$ cat config.mk
export PLATFORM = sky130hd
export DESIGN_NAME = vga_timing_gen
export DESIGN_NICKNAME = d
export VERILOG_FILES = /design/src/rtl/vga_timing_gen.sv
export SDC_FILE = /design/constraint.sdc
export NUM_CORES = 1
export LEC_CHECK = 0
export CAP_MARGIN = 20
export CELL_PAD_IN_SITES_DETAIL_PLACEMENT = 1
export CELL_PAD_IN_SITES_GLOBAL_PLACEMENT = 1
export CORE_ASPECT_RATIO = 0.6
export CORE_UTILIZATION = 30
export DETAILED_ROUTE_END_ITERATION = 6
export PLACE_DENSITY_LB_ADDON = 0.1
export SETUP_SLACK_MARGIN = 0.02
export SKIP_CTS_REPAIR_TIMING = 1
export SYNTH_ARGS = -nofsm -noshare
export SYNTH_HDL_FRONTEND = slang
export SYNTH_SLANG_ARGS = --single-unit
export TNS_END_PERCENT = 30
$ cat constraint.sdc
create_clock -name pclk -period 2.35 [get_ports pclk]
set_clock_uncertainty 0.15 [all_clocks]
set_input_delay 0.3525 -clock pclk [delete_from_list [all_inputs] [get_ports pclk]]
set_output_delay 0.3525 -clock pclk [all_outputs]
set_load 0.005 [all_outputs]
$ cat src/rtl/vga_timing_gen.sv
// vga_timing_gen: raster timing source for the VGA game pipeline.
//
// Divides pclk down to the pixel rate and runs the horizontal/vertical
// counters plus one phase FSM per axis (active, front porch, sync, back porch).
// x, y and video_on come straight from the counter registers. The syncs are
// delayed by SYNC_DELAY pclk cycles so they line up with the renderer's
// registered colour outputs.
//
// Ports:
//   pclk            clock
//   reset           synchronous, active-high reset
//   x, y            horizontal / vertical counts (0..H_TOTAL-1, 0..V_TOTAL-1)
//   video_on        visible-area flag (undelayed)
//   horiz_sync_out  horizontal sync, level SYNC_POL when asserted, delayed
//   vert_sync_out   vertical sync, level SYNC_POL when asserted, delayed
//   pix_tick        one-pclk pulse on cycles where the counters advance
//   line_start      first pclk cycle of each line
//   frame_start     first pclk cycle of each frame
//
// Phase FSM states (both axes):
//   state   | meaning
//   PH_ACT  | visible region
//   PH_FP   | front porch
//   PH_SYNC | sync pulse
//   PH_BP   | back porch

module vga_timing_gen #(
    parameter int   CLK_DIV    = 2,
    parameter int   H_ACTIVE   = 640,
    parameter int   H_FP       = 16,
    parameter int   H_SYNC     = 96,
    parameter int   H_BP       = 48,
    parameter int   V_ACTIVE   = 480,
    parameter int   V_FP       = 10,
    parameter int   V_SYNC     = 2,
    parameter int   V_BP       = 33,
    parameter logic SYNC_POL   = 1'b0,
    parameter int   SYNC_DELAY = 1
) (
    input  logic       pclk,
    input  logic       reset,
    output logic [9:0] x,
    output logic [9:0] y,
    output logic       video_on,
    output logic       horiz_sync_out,
    output logic       vert_sync_out,
    output logic       pix_tick,
    output logic       line_start,
    output logic       frame_start
);

    localparam int H_TOTAL = H_ACTIVE + H_FP + H_SYNC + H_BP;
    localparam int V_TOTAL = V_ACTIVE + V_FP + V_SYNC + V_BP;

    if (H_TOTAL > 1023) begin : g_bad_h_total
        $error("vga_timing_gen: H_TOTAL=%0d does not fit the 10-bit counter", H_TOTAL);
    end
    if (V_TOTAL > 1023) begin : g_bad_v_total
        $error("vga_timing_gen: V_TOTAL=%0d does not fit the 10-bit counter", V_TOTAL);
    end
    if (CLK_DIV < 1) begin : g_bad_clk_div
        $error("vga_timing_gen: CLK_DIV=%0d must be at least 1", CLK_DIV);
    end
    if (SYNC_DELAY < 0 || SYNC_DELAY > 4) begin : g_bad_sync_delay
        $error("vga_timing_gen: SYNC_DELAY=%0d outside 0..4", SYNC_DELAY);
    end

    localparam int DIV_W = (CLK_DIV > 1) ? $clog2(CLK_DIV) : 1;
    localparam logic [DIV_W-1:0] DIV_LAST = DIV_W'(CLK_DIV - 1);

    localparam logic [9:0] H_ACT_LIM  = 10'(H_ACTIVE);
    localparam logic [9:0] H_ACT_END  = 10'(H_ACTIVE - 1);
    localparam logic [9:0] H_FP_END   = 10'(H_ACTIVE + H_FP - 1);
    localparam logic [9:0] H_SYNC_END = 10'(H_ACTIVE + H_FP + H_SYNC - 1);
    localparam logic [9:0] H_LAST     = 10'(H_TOTAL - 1);
    localparam logic [9:0] V_ACT_LIM  = 10'(V_ACTIVE);
    localparam logic [9:0] V_ACT_END  = 10'(V_ACTIVE - 1);
    localparam logic [9:0] V_FP_END   = 10'(V_ACTIVE + V_FP - 1);
    localparam logic [9:0] V_SYNC_END = 10'(V_ACTIVE + V_FP + V_SYNC - 1);
    localparam logic [9:0] V_LAST     = 10'(V_TOTAL - 1);

    typedef enum logic [1:0] {
        PH_ACT  = 2'd0,
        PH_FP   = 2'd1,
        PH_SYNC = 2'd2,
        PH_BP   = 2'd3
    } phase_e;

    logic             running_q, running_d;
    logic             first_q, first_d;
    logic             line_wrap_q, line_wrap_d;
    logic [DIV_W-1:0] div_cnt_q, div_cnt_d;
    logic [9:0]       h_cnt_q, h_cnt_d;
    logic [9:0]       v_cnt_q, v_cnt_d;
    phase_e           h_state_q, h_state_d;
    phase_e           v_state_q, v_state_d;
    logic             line_wrap;
    logic             hs_raw;
    logic             vs_raw;

    always_ff @(posedge pclk) begin
        if (reset) begin
            running_q   <= 1'b0;
            first_q     <= 1'b0;
            line_wrap_q <= 1'b0;
            div_cnt_q   <= '0;
            h_cnt_q     <= '0;
            v_cnt_q     <= '0;
            h_state_q   <= PH_ACT;
            v_state_q   <= PH_ACT;
        end else begin
            running_q   <= running_d;
            first_q     <= first_d;
            line_wrap_q <= line_wrap_d;
            div_cnt_q   <= div_cnt_d;
            h_cnt_q     <= h_cnt_d;
            v_cnt_q     <= v_cnt_d;
            h_state_q   <= h_state_d;
            v_state_q   <= v_state_d;
        end
    end

    // Divider and counters
    always_comb begin
        pix_tick  = running_q && (div_cnt_q == DIV_LAST);
        line_wrap = pix_tick && (h_cnt_q == H_LAST);

        running_d = 1'b1;
        // High only on the first running cycle (the edge that set running).
        first_d     = ~running_q;
        line_wrap_d = line_wrap;

        div_cnt_d = div_cnt_q;
        if (running_q) begin
            div_cnt_d = (div_cnt_q == DIV_LAST) ? '0 : div_cnt_q + 1'b1;
        end

        h_cnt_d = h_cnt_q;
        if (pix_tick) begin
            h_cnt_d = (h_cnt_q == H_LAST) ? '0 : h_cnt_q + 10'd1;
        end

        v_cnt_d = v_cnt_q;
        if (line_wrap) begin
            v_cnt_d = (v_cnt_q == V_LAST) ? '0 : v_cnt_q + 10'd1;
        end
    end

    // Horizontal phase FSM
    always_comb begin
        h_state_d = h_state_q;
        if (pix_tick) begin
            case (h_state_q)
                PH_ACT:  if (h_cnt_q == H_ACT_END)  h_state_d = PH_FP;
                PH_FP:   if (h_cnt_q == H_FP_END)   h_state_d = PH_SYNC;
                PH_SYNC: if (h_cnt_q == H_SYNC_END) h_state_d = PH_BP;
                PH_BP:   if (h_cnt_q == H_LAST)     h_state_d = PH_ACT;
                default: h_state_d = PH_ACT;
            endcase
        end
    end

    // Vertical phase FSM, advancing only on the line-wrap tick
    always_comb begin
        v_state_d = v_state_q;
        if (line_wrap) begin
            case (v_state_q)
                PH_ACT:  if (v_cnt_q == V_ACT_END)  v_state_d = PH_FP;
                PH_FP:   if (v_cnt_q == V_FP_END)   v_state_d = PH_SYNC;
                PH_SYNC: if (v_cnt_q == V_SYNC_END) v_state_d = PH_BP;
                PH_BP:   if (v_cnt_q == V_LAST)     v_state_d = PH_ACT;
                default: v_state_d = PH_ACT;
            endcase
        end
    end

    always_comb begin
        x           = h_cnt_q;
        y           = v_cnt_q;
        video_on    = running_q && (h_cnt_q < H_ACT_LIM) && (v_cnt_q < V_ACT_LIM);
        line_start  = running_q && (h_cnt_q == 10'd0) && (line_wrap_q || first_q);
        frame_start = line_start && (v_cnt_q == 10'd0);
        hs_raw      = (h_state_q == PH_SYNC) ? SYNC_POL : ~SYNC_POL;
        vs_raw      = (v_state_q == PH_SYNC) ? SYNC_POL : ~SYNC_POL;
    end

    if (SYNC_DELAY == 0) begin : g_sync_comb
        assign horiz_sync_out = hs_raw;
        assign vert_sync_out  = vs_raw;
    end else begin : g_sync_dly
        logic [SYNC_DELAY-1:0] hs_sr_q, hs_sr_d;
        logic [SYNC_DELAY-1:0] vs_sr_q, vs_sr_d;

        // Shifts every pclk so the delay is in pclk cycles, not pixels.
        always_comb begin
            hs_sr_d    = hs_sr_q;
            vs_sr_d    = vs_sr_q;
            hs_sr_d[0] = hs_raw;
            vs_sr_d[0] = vs_raw;
            for (int i = 1; i < SYNC_DELAY; i++) begin
                hs_sr_d[i] = hs_sr_q[i-1];
                vs_sr_d[i] = vs_sr_q[i-1];
            end
        end

        // Flushed to the inactive level so no stale pulse survives a reset.
        always_ff @(posedge pclk) begin
            if (reset) begin
                hs_sr_q <= {SYNC_DELAY{~SYNC_POL}};
                vs_sr_q <= {SYNC_DELAY{~SYNC_POL}};
            end else begin
                hs_sr_q <= hs_sr_d;
                vs_sr_q <= vs_sr_d;
            end
        end

        assign horiz_sync_out = hs_sr_q[SYNC_DELAY-1];
        assign vert_sync_out  = vs_sr_q[SYNC_DELAY-1];
    end

endmodule

==> results of run 1 <==
==> per-layer routing <==
| metal | wire length, um | vias up | GRT usage |
|---|---|---|---|
| li1 | - | 727 | - |
| met1 | 2571 | 691 | 0.2654 |
| met2 | 1789 | 22 | 0.2354 |
| met3 | 169 | 4 | 0.04211 |
| met4 | 38 | 0 | 0.04478 |
| met5 | 0 | - | 0 |
==> cell usage after synthesis (all sizes together) <==
cell | number | area share
o211a | 1 | 0.0060
o2111ai | 1 | 0.0053
clkbuf | 4 | 0.015
o41ai | 2 | 0.015
and3 | 5 | 0.019
nor4 | 3 | 0.015
buf | 2 | 0.0098
inv | 13 | 0.029
xnor2 | 4 | 0.021
nand3b | 1 | 0.0045
a21oi | 5 | 0.015
o21ai | 3 | 0.0090
nor2b | 1 | 0.0038
a21o | 2 | 0.0090
nor3 | 4 | 0.012
ha | 14 | 0.11
mux2i | 4 | 0.024
nand3 | 11 | 0.033
dfxtp | 30 | 0.36
and4 | 6 | 0.033
and2 | 3 | 0.011
a221oi | 1 | 0.0053
nand4b | 2 | 0.011
nor2 | 22 | 0.050
xor2 | 13 | 0.068
a211oi | 1 | 0.0075
nand2 | 23 | 0.052
nand4 | 4 | 0.019
o41a | 1 | 0.0068
nor4b | 2 | 0.014
or3 | 1 | 0.0068
nor3b | 1 | 0.0045
==> per-stage QoR <==
stage / instance area, um^2 / utilization
after floorplan: 1665 / -
after global placement: 2052 / 0.3942
after detailed placement: 2052 / 0.3942
after CTS: 2143 / 0.4118
after global routing: 2153 / 0.4137
final: 2153 / 0.4137
==> final cells by class <==
class | count | area share
Timing Repair Buffer | 37 | 0.1627
Multi-Input combinational cell | 141 | 0.4550
Clock buffer | 7 | 0.04009
Clock inverter | 1 | 0.002324
Sequential cell | 30 | 0.2789
Inverter | 13 | 0.02266
Tap cell | 66 | 0.03835
==> registers in the layout, summed over array words and instances (netlist names) <==
name            flops
y                  10
vert_sync_out       1
h_state_q           2
horiz_sync_out      1
x                  10
v_state_q           2
first_q             1
running_q           1
line_wrap_q         1
div_cnt_q           1
==> logic make-up after synthesis <==
logic type               Yosys count
AND/OR/NAND/NOR                   89
flip-flops                        30
buffers and inverters             19
AO/OA/AOI/OAI                     17
XOR/XNOR                          17
adder cells (fa/ha/maj)           14
multiplexers                       4
==> power by group through the flow <==
stage	clock [mW]	sequential, mW	combinational [mW]
3_3_place_gp	0	0.531	0.0464
3_5_place_dp	0	0.531	0.0468
4_1_cts	0.452	0.519	0.0473
5_1_grt	0.474	0.520	0.0519
2_1_floorplan	0	0.530	0.0223
6_report	0.435	0.519	0.0466
==> path summary, 6_finish.rpt <==
kind                             start                        end  slack, ps  cells past startpoint
min          v_state_q[0]$_SDFFE_PP0P_  v_state_q[0]$_SDFFE_PP0P_        360                      2
max reg2reg          x[0]$_SDFFE_PP0P_          y[4]$_SDFFE_PP0P_        210                      6
max                  x[8]$_SDFFE_PP0P_                   video_on        150                      4
min reg2reg  v_state_q[0]$_SDFFE_PP0P_  v_state_q[0]$_SDFFE_PP0P_        360                      2
==> worst max-delay path, delay by kind of cell (launching register included) <==
family,cells,cell delay (ps)
buf+inv,1,510
compound gates,2,340
flops,1,440
simple gates,1,130
==> impl_metrics.tcl, run 1 <==
set metrics [dict create \
    outcome "finished, final reports clean" \
    count_of_max_cap_constraint_violations 0 \
    worstPathMaxFanout 11 \
    grt_max_degree 12 \
    share_comb_of_total_power 0.047 \
    drtIter0Drc 62 \
    finalSetupTns_ps 0 \
    layout_min_cycle_time_ps 2196 \
    worst_ep_required_time_ps 1850 \
    cts_inserted_buffers 5 \
    dpl.cell_count 287 \
    synth_compound_gate_area_share 0.07889 \
    clock_tree_root_buffer_cell "clkbuf_8" \
    initial_utilization 0.3200 \
    pd_cells_mw_per_mm2 464.6 \
    synth.avg_cell_area_um2 8.765 \
    clock_network_fraction_of_total_power 0.434 \
    yosys.cell_types.count 40 \
    worstPathCellList "o21ai_1 -> nand3b_1 -> a21oi_1 -> clkdlybuf4s50_1" \
    peak_clock_frequency_supported_by_timing_mhz 455.4 \
    critPathMaxStageDelay_ps 510 \
    post_synth_xor_area_fraction 0.08941 \
    mappedNetlistNets 206 \
    timing.critical_path.to_type "output port" \
    share_seq_of_total_power 0.519 \
    finalNetCount 244 \
    worst_setup_path_start_kind "flip-flop" \
    sw_frac_of_total 0.2279 \
    slew_headroom 0.6882 \
    intPower_mw 0.7725 \
    filler_cell_count 617 \
    mostFrequentLayoutCell "dfxtp_1" \
    clock_path_buffers 2 \
    yosys.area_share.simple 0.2878 \
    power_mw 1.000 \
    critical_path.slowest_cell "clkdlybuf4s50_1" \
    design.portCount 28 \
    viasPerCell 4.895 \
    antenna_found_initial 0 \
    multi_input_area_um2 979.7 \
    place.port_buffers 27 \
    dp.final_hpwl_mm 3.636 \
    core_region_area_mm2 0.005205 \
    synth.cell_area_mm2 0.001665 \
    htreeDepth 2 \
    drt_drc_violations_left 0 \
    num_vias 1444 \
    worstSkewPairLatency_ps 280 \
    power.static_leakage_nw 0.8913 \
    syn_to_final_growth_pct 29.30 \
    global_route.overflow_total 0 \
    yosys_warn_count 0 \
    grt_setup_unrepaired "no" \
    grt_first_pass_wirelength_mm 7.603 \
    worstHoldPathType "reg -> reg" \
    worst_ep_arrival_time_ps 1690 \
    die_width_um 98.19 \
    grt_pass1_vias 1440 \
    tightest_slew_ps 463.4 \
    postLayoutSetupSlackWorst_ps 154.3 \
    design.die.area_mm2 0.005863 \
    first_pass_iters 6 \
    ff_latch_area_um2 600.6 \
    final.hold.worst_slack_ps 357.3 \
    total_switching_power_mw 0.2280 \
    number_of_clock_sinks 30 \
    synth_cells 190 \
    finalHoldViolations 0 \
    clk_pin_slew_worst_paths_ps 70 \
    pre_cts_ws_ps 111.9 \
    tritoncts "done" \
    antenna_cells 0 \
    layout.cells.most_common_list "30 x dfxtp_1, 25 x clkdlybuf4s50_1, 23 x nand2_1, 22 x nor2_1, 14 x ha_1" \
    report.final.slew_viol_count 0 \
    ir_drop_mv 0.2477 \
    layout-drive-gt1-share 0.1135 \
    synth-adder-area-share 0.1052 \
    largest_family_of_logic_cells_by_synthesized_area "simple AND/OR/NAND/NOR gates" \
    wl_per_cell_um 15.49 \
    finalWeightedCongestion 0.8386 \
    final_cells 295 \
    total_grt_usage 0.1727 \
    synth.mux.area_fraction 0.02404 \
    synth_sequential_area_ratio 0.3606 \
    antenna_violating_nets_post_route 0 \
    wirelength_mm 4.569 \
    row_count 20 \
    timing_worst_setup_path_type "reg -> out" \
    setup_violations 0 \
    yosys_register_bits 30 \
    period_share 0.9343 \
    fp.dieH_um 59.71 \
]
Note: power is estimated with default switching activity, not from simulation.
==> inputs of run 2 (changes only) <==
- clock period: 2.35 -> 2.7 ns (I/O delays scaled with it)
==> run 2 against run 1 <==
Power down 7.8%; utilization fell by 0.60 points; final area decreased by 1.5%; critical endpoint is now line_start.
==> impl_metrics.tcl, run 2 (same netlist as run 1, synthesis figures left out) <==
set metrics [dict create \
    power_mw 0.9226 \
    cts_inserted_buffers 5 \
    post-route-cell-area_mm2 0.002122 \
    power.static_leakage_nw 0.8477 \
    antenna_found_initial 0 \
    number_of_clock_sinks 30 \
    design.portCount 28 \
    grt_max_degree 12 \
    die_width_um 98.19 \
    total_grt_usage 0.1753 \
    setup_violations 0 \
    period_share 0.9070 \
    finalHoldViolations 0 \
    core_region_area_mm2 0.005205 \
    finalSetupTns_ps 0 \
    worst_ep_required_time_ps 2140 \
    mostFrequentLayoutCell "dfxtp_1" \
    layout.core_utilization 0.4077 \
    layout-drive-gt1-share 0.09910 \
    worstHoldPathType "reg -> reg" \
    worstPathMaxFanout 8 \
    antenna_violating_nets_post_route 0 \
    count_of_max_cap_constraint_violations 0 \
    first_pass_iters 6 \
    ir_drop_mv 0.1651 \
    grt_pass1_vias 1477 \
    tightest_slew_ps 588.3 \
    final.hold.worst_slack_ps 373.2 \
    fp.dieH_um 59.71 \
    global_route.overflow_total 0 \
    final_cells 288 \
    worst_ep_arrival_time_ps 1890 \
    dp.final_hpwl_mm 3.574 \
    slew_headroom 0.6052 \
    postPlaceCellArea_mm2 0.001999 \
    place.port_buffers 27 \
    antenna_cells 0 \
    worstSkewPairLatency_ps 280 \
    outcome "finished, final reports clean" \
    drt_drc_violations_left 0 \
    filler_cell_count 627 \
    row_count 20 \
    viasPerCell 5.097 \
    layout.cells.most_common_list "28 x dfxtp_1, 26 x clkdlybuf4s50_1, 23 x nand2_1, 22 x nor2_1, 14 x ha_1" \
    wirelength_mm 4.679 \
    peak_clock_frequency_supported_by_timing_mhz 408.3 \
    wl_per_cell_um 16.25 \
    initial_utilization 0.3200 \
    timing.critical_path.to_type "output port" \
    dpl.cell_count 280 \
    report.final.slew_viol_count 0 \
    grt_setup_unrepaired "no" \
    finalWeightedCongestion 0.7905 \
    htreeDepth 2 \
    clk_pin_slew_worst_paths_ps 70 \
    pre_cts_ws_ps 302.8 \
    worst_setup_path_start_kind "flip-flop" \
    syn_to_final_growth_pct 27.42 \
    pd_cells_mw_per_mm2 434.8 \
    tritoncts "done" \
    drtIter0Drc 96 \
    timing_worst_setup_path_type "reg -> out" \
    num_vias 1468 \
    design.die.area_mm2 0.005863 \
    postLayoutSetupSlackWorst_ps 251.0 \
    clock_path_buffers 2 \
    grt_first_pass_wirelength_mm 7.728 \
    finalNetCount 237 \
    layout_min_cycle_time_ps 2449 \
    clock_tree_root_buffer_cell "clkbuf_8" \
]
==> run 2: cell count changes in the layout (fill, tap and decap cells not counted) <==
cell	delta
buf_4	-7
clkbuf_8	+2
dfxtp_1	-2
clkbuf_1	-1
clkdlybuf4s50_1	+1
clkinv_2	-1
dfxtp_2	+1
dfxtp_4	+1
dlymetal6s2s_1	-1
o21ai_0	+1
o21ai_1	-1
==> run 2: layout make-up <==
cell class                      count  area, um^2  area share
Multi-Input combinational cell    141       979.7      0.4617
Sequential cell                    30       605.6      0.2854
Timing Repair Buffer               30       295.3      0.1392
Clock buffer                        8       110.1     0.05189
Tap cell                           66       82.58     0.03892
Inverter                           13       48.80     0.02300
==> run 2: power breakdown <==
part           internal [mW]  switching (mW)  total [mW]
Clock                  0.257           0.174       0.432
Sequential             0.446         0.00521       0.451
Combinational         0.0188          0.0206      0.0393
Total                  0.722           0.200       0.923
==> run 2: path summary, 6_finish.rpt <==
check                     from                end  slack [ps]  cells after the start
min reg2reg  y[1]$_SDFFE_PP0P_  y[1]$_SDFFE_PP0P_         370                      2
max reg2reg  x[1]$_SDFFE_PP0P_  y[2]$_SDFFE_PP0P_         570                      5
min          y[1]$_SDFFE_PP0P_  y[1]$_SDFFE_PP0P_         370                      2
max          x[4]$_SDFFE_PP0P_         line_start         250                      4
==> run 2: per-layer routing <==
layer | wire [um] | track usage
met3 | 174 | 0.04094
met4 | 14 | 0.03198
met1 | 2541 | 0.2582
met2 | 1949 | 0.2626
met5 | 0 | 0
==> run 2: critical path, stage by stage, from the launching register on <==
cell and delay (ps):
dfxtp_4 370, or3_4 400, nor3_2 160, o211a_1 190
clkdlybuf4s50_1 500
